==> config.mk <==
export PLATFORM = sky130hd
export DESIGN_NAME = wishbone_manager
export DESIGN_NICKNAME = d
export VERILOG_FILES = /design/src/rtl/wishbone_manager.sv
export SDC_FILE = /design/constraint.sdc
export NUM_CORES = 1
export LEC_CHECK = 0
export CAP_MARGIN = 15
export CELL_PAD_IN_SITES_DETAIL_PLACEMENT = 1
export CELL_PAD_IN_SITES_GLOBAL_PLACEMENT = 1
export CORE_AREA = 2 2 132 134
export DETAILED_ROUTE_END_ITERATION = 8
export DIE_AREA = 0 0 134 136
export PLACE_DENSITY = 0.83
export SLEW_MARGIN = 30
export SYNTH_ARGS = -nofsm -noshare
export SYNTH_HDL_FRONTEND = slang
export SYNTH_SLANG_ARGS = --single-unit
==> constraint.sdc <==
create_clock -name CLK -period 1.2 [get_ports CLK]
set_input_delay 0.36 -clock CLK [delete_from_list [all_inputs] [get_ports CLK]]
set_output_delay 0.36 -clock CLK [all_outputs]
set_load 0.02 [all_outputs]
==> src/rtl/wishbone_manager.sv <==
`default_nettype none
// ============================================================================
//  Module   : wishbone_manager
//  Purpose  : Single-outstanding Wishbone B4 classic-cycle initiator. Turns a
//             one-cycle READ_I/WRITE_I request pulse into a held CYC/STB bus
//             cycle and reports completion with a one-cycle DONE_O strobe.
//  Revision : 1.0 - initial release
// ----------------------------------------------------------------------------
//  Ports
//    CLK, nRST            clock, synchronous active-low reset
//    READ_I, WRITE_I      request pulses (write wins if both are high)
//    ADR_I, CPU_DAT_I,    request address, write data and byte enables
//    SEL_I
//    CPU_DAT_O            data returned by the most recent read
//    BUSY_O               a bus cycle is in flight
//    DONE_O, ERR_O        completion strobe; ERR_O flags a timeout abort
//    ADR_O, DAT_O, SEL_O, Wishbone initiator outputs
//    WE_O, STB_O, CYC_O
//    DAT_I, ACK_I         Wishbone read data and acknowledge
//  Configuration
//    WB_MANAGER_TIMEOUT_EN  when defined, a cycle whose ACK_I has not arrived
//                           within TIMEOUT_CYCLES cycles is aborted with ERR_O.
// ============================================================================
module wishbone_manager #(
    parameter int ADDR_WIDTH     = 32,
    parameter int TIMEOUT_CYCLES = 255
) (
    input  logic                  CLK,
    input  logic                  nRST,
    input  logic                  READ_I,
    input  logic                  WRITE_I,
    input  logic [ADDR_WIDTH-1:0] ADR_I,
    input  logic [31:0]           CPU_DAT_I,
    input  logic [3:0]            SEL_I,
    output logic [31:0]           CPU_DAT_O,
    output logic                  BUSY_O,
    output logic                  DONE_O,
    output logic                  ERR_O,
    output logic [ADDR_WIDTH-1:0] ADR_O,
    output logic [31:0]           DAT_O,
    output logic [3:0]            SEL_O,
    output logic                  WE_O,
    output logic                  STB_O,
    output logic                  CYC_O,
    input  logic [31:0]           DAT_I,
    input  logic                  ACK_I
);

    typedef enum logic [0:0] {
        S_IDLE = 1'b0,
        S_REQ  = 1'b1
    } state_t;

    state_t                state_q, state_d;
    logic [ADDR_WIDTH-1:0] adr_q,   adr_d;
    logic [31:0]           dat_q,   dat_d;
    logic [3:0]            sel_q,   sel_d;
    logic                  we_q,    we_d;
    logic [31:0]           rdata_q, rdata_d;
    logic                  done_q,  done_d;
    logic                  err_q,   err_d;

`ifdef WB_MANAGER_TIMEOUT_EN
    // Counter is at least 8 bits, wider only if the timeout needs it.
    localparam int CNT_W = ($clog2(TIMEOUT_CYCLES) > 8) ? $clog2(TIMEOUT_CYCLES) : 8;
    localparam logic [CNT_W-1:0] CNT_LAST = CNT_W'(TIMEOUT_CYCLES - 1);

    logic [CNT_W-1:0] cnt_q, cnt_d;
`else
    // Timeout disabled: the parameter is intentionally unused.
    logic unused_timeout_param;
    assign unused_timeout_param = (TIMEOUT_CYCLES < 2);
`endif

    // ------------------------------------------------------------------
    // Next-state / datapath
    // ------------------------------------------------------------------
    always_comb begin
        state_d = state_q;
        adr_d   = adr_q;
        dat_d   = dat_q;
        sel_d   = sel_q;
        we_d    = we_q;
        rdata_d = rdata_q;
        done_d  = 1'b0;
        err_d   = 1'b0;
`ifdef WB_MANAGER_TIMEOUT_EN
        cnt_d   = cnt_q;
`endif

        unique case (state_q)
            S_IDLE: begin
                // Requests are accepted here, including in the DONE_O
                // cycle, which gives one idle bus cycle between transfers.
                if (READ_I || WRITE_I) begin
                    adr_d   = ADR_I;
                    dat_d   = CPU_DAT_I;
                    sel_d   = SEL_I;
                    we_d    = WRITE_I;
                    state_d = S_REQ;
`ifdef WB_MANAGER_TIMEOUT_EN
                    cnt_d   = '0;
`endif
                end
            end

            S_REQ: begin
                // ACK takes priority over a timeout landing on the same edge.
                if (ACK_I) begin
                    state_d = S_IDLE;
                    we_d    = 1'b0;
                    done_d  = 1'b1;
                    if (!we_q) begin
                        rdata_d = DAT_I;
                    end
`ifdef WB_MANAGER_TIMEOUT_EN
                end else if (cnt_q == CNT_LAST) begin
                    state_d = S_IDLE;
                    we_d    = 1'b0;
                    done_d  = 1'b1;
                    err_d   = 1'b1;
                end else begin
                    cnt_d   = cnt_q + 1'b1;
`endif
                end
            end

            default: state_d = S_IDLE;
        endcase
    end

    // ------------------------------------------------------------------
    // Registers
    // ------------------------------------------------------------------
    always_ff @(posedge CLK) begin
        if (!nRST) begin
            state_q <= S_IDLE;
            adr_q   <= '0;
            dat_q   <= '0;
            sel_q   <= '0;
            we_q    <= 1'b0;
            rdata_q <= '0;
            done_q  <= 1'b0;
            err_q   <= 1'b0;
        end else begin
            state_q <= state_d;
            adr_q   <= adr_d;
            dat_q   <= dat_d;
            sel_q   <= sel_d;
            we_q    <= we_d;
            rdata_q <= rdata_d;
            done_q  <= done_d;
            err_q   <= err_d;
        end
    end

`ifdef WB_MANAGER_TIMEOUT_EN
    always_ff @(posedge CLK) begin
        if (!nRST) begin
            cnt_q <= '0;
        end else begin
            cnt_q <= cnt_d;
        end
    end
`endif

    // CYC, STB and BUSY are all exactly "in REQ", decoded from the state flop.
    assign CYC_O     = (state_q == S_REQ);
    assign STB_O     = (state_q == S_REQ);
    assign BUSY_O    = (state_q == S_REQ);
    assign ADR_O     = adr_q;
    assign DAT_O     = dat_q;
    assign SEL_O     = sel_q;
    assign WE_O      = we_q;
    assign CPU_DAT_O = rdata_q;
    assign DONE_O    = done_q;
    assign ERR_O     = err_q;

endmodule

`default_nettype wire

# After elaboration in Yosys (flattened, before gate mapping)
# Cells that the tools add are included.
[word_totals] ff_bits=103 out_inout_bits=106
[op_classes] eq_ne=2 muxes=7 bitwise=2 n_reduce_logical=5
[ops] cell="$reduce_and 2->1" count=3
[ops] cell="$mux 1" count=5
[ops] cell="$ne 2x2->1 const B" count=2
[ops] cell="$pmux 1 s2" count=2
[ops] cell="$reduce_and 3->1" count=1
[ops] cell="$not 1->1" count=2
[ops] cell="$logic_or 1x1->1" count=1

# Depth between registers and ports, before layout
[depth] word_depth=3 depth_mapped=5 ltp_nobuf=2

# Least setup slack after synthesis
# No wires, ideal clock.
[synth_timing] path_kind="reg2reg" from="register state_q, in the netlist BUSY_O" to="register adr_q[0], in the netlist ADR_O[0]" setup_time_ps=120 arrival_ps=1228 setup_slack_ps=-148 stages_incl_launch_ff=6 n_path_buf=3 synth_period_minus_slack_ps=1348 path_cell_list="dfxtp_1 o21ba_1 buf_6 buf_6 buf_6 mux2i_1"
[synth_via] elab_chain_len=2
[synth_lines] item="start: declaration" line_no="54" text="state_t state_q, state_d;"
[synth_lines] item="start signal: assignment" line_no="146" text="state_q <= state_d;"
[synth_lines] item="$not 1->1 (no line)"
[synth_lines] item="$reduce_and 2->1 (no line)"
[synth_lines] item="end signal: assignment" line_no="147" text="adr_q <= adr_d;"
[synth_lines] item="end: declaration" line_no="55" text="logic [ADDR_WIDTH-1:0] adr_q, adr_d;"
# No other way between the ends.
# A chain may end at the register's enable or synchronous reset.

# Worst setup path after layout
[layout_timing] from="register we_q, in the netlist WE_O" to="register rdata_q[20], in the netlist CPU_DAT_O[20]"
[layout_via] elab_chain_len=2
[layout_lines] item="start: declaration" line_no="58" text="logic we_q, we_d;"
[layout_lines] item="start signal: assignment" line_no="150" text="we_q <= we_d;"
[layout_lines] item="$not 1->1 (no line)"
[layout_lines] item="$reduce_and 3->1 (no line)"
[layout_lines] item="end signal: assignment" line_no="151" text="rdata_q <= rdata_d;"
[layout_lines] item="end: declaration" line_no="59" text="logic [31:0] rdata_q, rdata_d;"
# No other way between the ends.

==> flow_metrics.tcl <==
set metrics [dict create \
    wl_um 13840 \
    fmax_mhz 753.8 \
    post-place-ws_ns -0.4660 \
    ioPinCount 211 \
    syn_avg_cell_area_um2 9.109 \
    cts.sinks 103 \
    crit_family "buffers and inverters" \
    grt_pass1_vias 3814 \
    crit_type "flip-flop to flip-flop" \
    rows 48 \
    crit_path_max_fanout 5 \
    status "finished with violations" \
    antennaDiodeCount 0 \
    design_power_total_mw 9.133 \
    skew_ns 0.007965 \
    yosysWarningCount 0 \
    setup_violations 102 \
    synth_edf_count 0 \
    period_share_pct 110.6 \
    ys.flop_type "dfxtp_1" \
    use_met2_pct 24.87 \
    initial_core_util_pct 24.29 \
    grt_antenna_before_repair 0 \
    yosysUniqueCellTypes 15 \
    leakagePower_nw 3.306 \
    synth.most_common_cell "nand2_1" \
    drt_iter0_drc 80 \
    fin_ws_ns -0.1267 \
    ir_worst_vdd_v 0.0006443 \
    synthCells 450 \
    routabilityCongestion 0.7151 \
    drc 0 \
    cp-start-kind "flip-flop" \
    antenna_left 0 \
    dp_hpwl_um 9460 \
    grt_use_met1_pct 15.88 \
    fin_nets 789 \
    clkTransAtPathRegs_ns 0.08 \
    fin_tns_setup_ns -6.940 \
    power.density_nw_per_um2 1220 \
    ys_top_cells_by_count "nand2_1 (201), dfxtp_1 (103), mux2i_1 (100)" \
    die_area_um2 18220 \
    first_pass_iters 4 \
    hold_class "input port to flip-flop" \
    violations "setup timing" \
    max_stage_delay_ns 0.36 \
    fillers 1873 \
    syn_to_final_growth_pct 82.66 \
    coreArea_um2 16880 \
    hold_ws_ns 0.3405 \
    slew_violations 0 \
    insertion_delay_ns 0.35 \
    fp.dieH_um 136 \
    drive_above_1_share_pct 40.06 \
    numCtsBuffers 9 \
    max_cap_violations 0 \
    gr-usage-all-layers_pct 13.95 \
    cp.required_ns 1.47 \
    h-tree-depth 3 \
    routed_via_density 4.197 \
    placed_cell_area_um2 6588 \
    port_buffers 209 \
    synthesis.area_um2 4099 \
    synth_area_leader_cell "dfxtp_1" \
    yosysTopAreaCellShare_pct 50.31 \
    syn_nets 555 \
    hold_viol_final 0 \
    finalInstanceArea_um2 7487 \
    overflow 0 \
    yosysSeqAreaShare_pct 50.31 \
    synth_area_leaders "dfxtp_1 (50%), mux2i_1 (24%), nand2_1 (18%)" \
    crit_chain "buf_6, and3b_4, buf_12, buf_16, mux2i_1" \
    ctsLongestPathBuffers 2 \
    drt-wirelength-per-cell_um 15.14 \
    grt.busiest_layer "met2" \
    critPathCaptureType "flip-flop" \
    grt.met3_usage_pct 3.244 \
    stdcell_count 914 \
    final_util_pct 44.37 \
    rsz0062_at_grt "yes" \
    placedCellCount 877 \
    ys_ff_latch 103 \
    grt_max_degree 61 \
    crit_arrival_ns 1.60 \
    synthArstFlopShare_pct 0 \
    cts_root_buf "clkbuf_16" \
    layout_min_cycle_time_ns 1.327 \
    grt_pass1_wl_um 19800 \
    route.vias.total 3836 \
    cts_tree "yes" \
    timing.critical_path.buf_inv 3 \
    cp_slowest_cell "and3b_4" \
    die_w_um 134 \
]
[layer usage]
layer	wire length, um	vias to the layer above
met3	724	17
met5	0	-
met2	7163	107
li1	-	1906
met4	316	0
met1	5634	1806
[kinds of logic after synthesis]
group / count (synthesis) / share of synthesized area, %
AO/OA/AOI/OAI: 3 / 0.7326
multiplexers: 100 / 24.42
AND/OR/NAND/NOR: 205 / 19.14
buffers and inverters: 38 / 5.311
flip-flops: 103 / 50.31
other: 1 / 0.09149
[power by group]
part           leakage (nW)  switching, mW  internal (mW)
combinational          2.28          0.951           1.29
clock                 0.143           1.38           1.64
sequential            0.885          0.174           3.71
[worst reg2reg max path: stages (launching register included)]
cell and delay (ns):
dfxtp_2 0.33, buf_6 0.11, and3b_4 0.36, buf_12 0.14, buf_16 0.12, mux2i_1 0.20
[final cells by class]
class	instances	area [um2]	share of cell area, %
Clock buffer	10	229.0	3.058
Clock inverter	6	68.82	0.9191
Multi-Input combinational cell	309	1833	24.48
Sequential cell	103	2190	29.24
Tap cell	225	281.5	3.760
Timing Repair Buffer	261	2885	38.54
[layout by cell type, fill, tap and decap left out]
| master | count |
|---|---|
| nand2_1 | 201 |
| clkdlybuf4s50_1 | 102 |
| buf_6 | 100 |
| dfxtp_2 | 99 |
| mux2i_1 | 99 |
| buf_4 | 37 |
| clkbuf_16 | 13 |
| buf_12 | 8 |
| buf_16 | 5 |
| dfxtp_1 | 3 |
| buf_8 | 3 |
| inv_6 | 2 |
| dfxtp_4 | 1 |
| o21ba_4 | 1 |
| mux2i_2 | 1 |
| and3b_4 | 1 |
| nand2b_1 | 1 |
| and3b_1 | 1 |
| a41o_1 | 1 |
| and3_1 | 1 |
| o311a_1 | 1 |
| conb_1 | 1 |
| clkinv_2 | 1 |
| clkinvlp_4 | 1 |
| clkinv_4 | 1 |
| clkbuf_1 | 1 |
| bufinv_16 | 1 |
| dlymetal6s2s_1 | 1 |
| buf_2 | 1 |
[path summary, 6_finish.rpt]
check	endpoint	startpoint	depth (start not counted)	slack, ns
worst min register to register	CPU_DAT_O[25]$_SDFFE_PN0P_	CPU_DAT_O[25]$_SDFFE_PN0P_	2	0.46
worst max register to register	CPU_DAT_O[20]$_SDFFE_PN0P_	WE_O$_SDFFE_PN0P_	5	-0.13
worst min-delay path	ADR_O[22]$_SDFFE_PN0P_	nRST	3	0.34
worst max-delay path	CPU_DAT_O[20]$_SDFFE_PN0P_	WE_O$_SDFFE_PN0P_	5	-0.13
[timing repair]
action	4_1_cts	5_1_grt
hold buffers	0	0
gates resized for setup	680	57
gates cloned	3	4
pin swaps	0	0
setup endpoints to repair	204	169
buffers inserted	6	8
hold endpoints to repair	0	0
[registers in the layout (all words and copies together) (netlist names)]
register / flops
DAT_O: 32
ADR_O: 32
BUSY_O: 1
WE_O: 1
CPU_DAT_O: 32
DONE_O: 1
SEL_O: 4
Power figures use the tool's default switching activity.
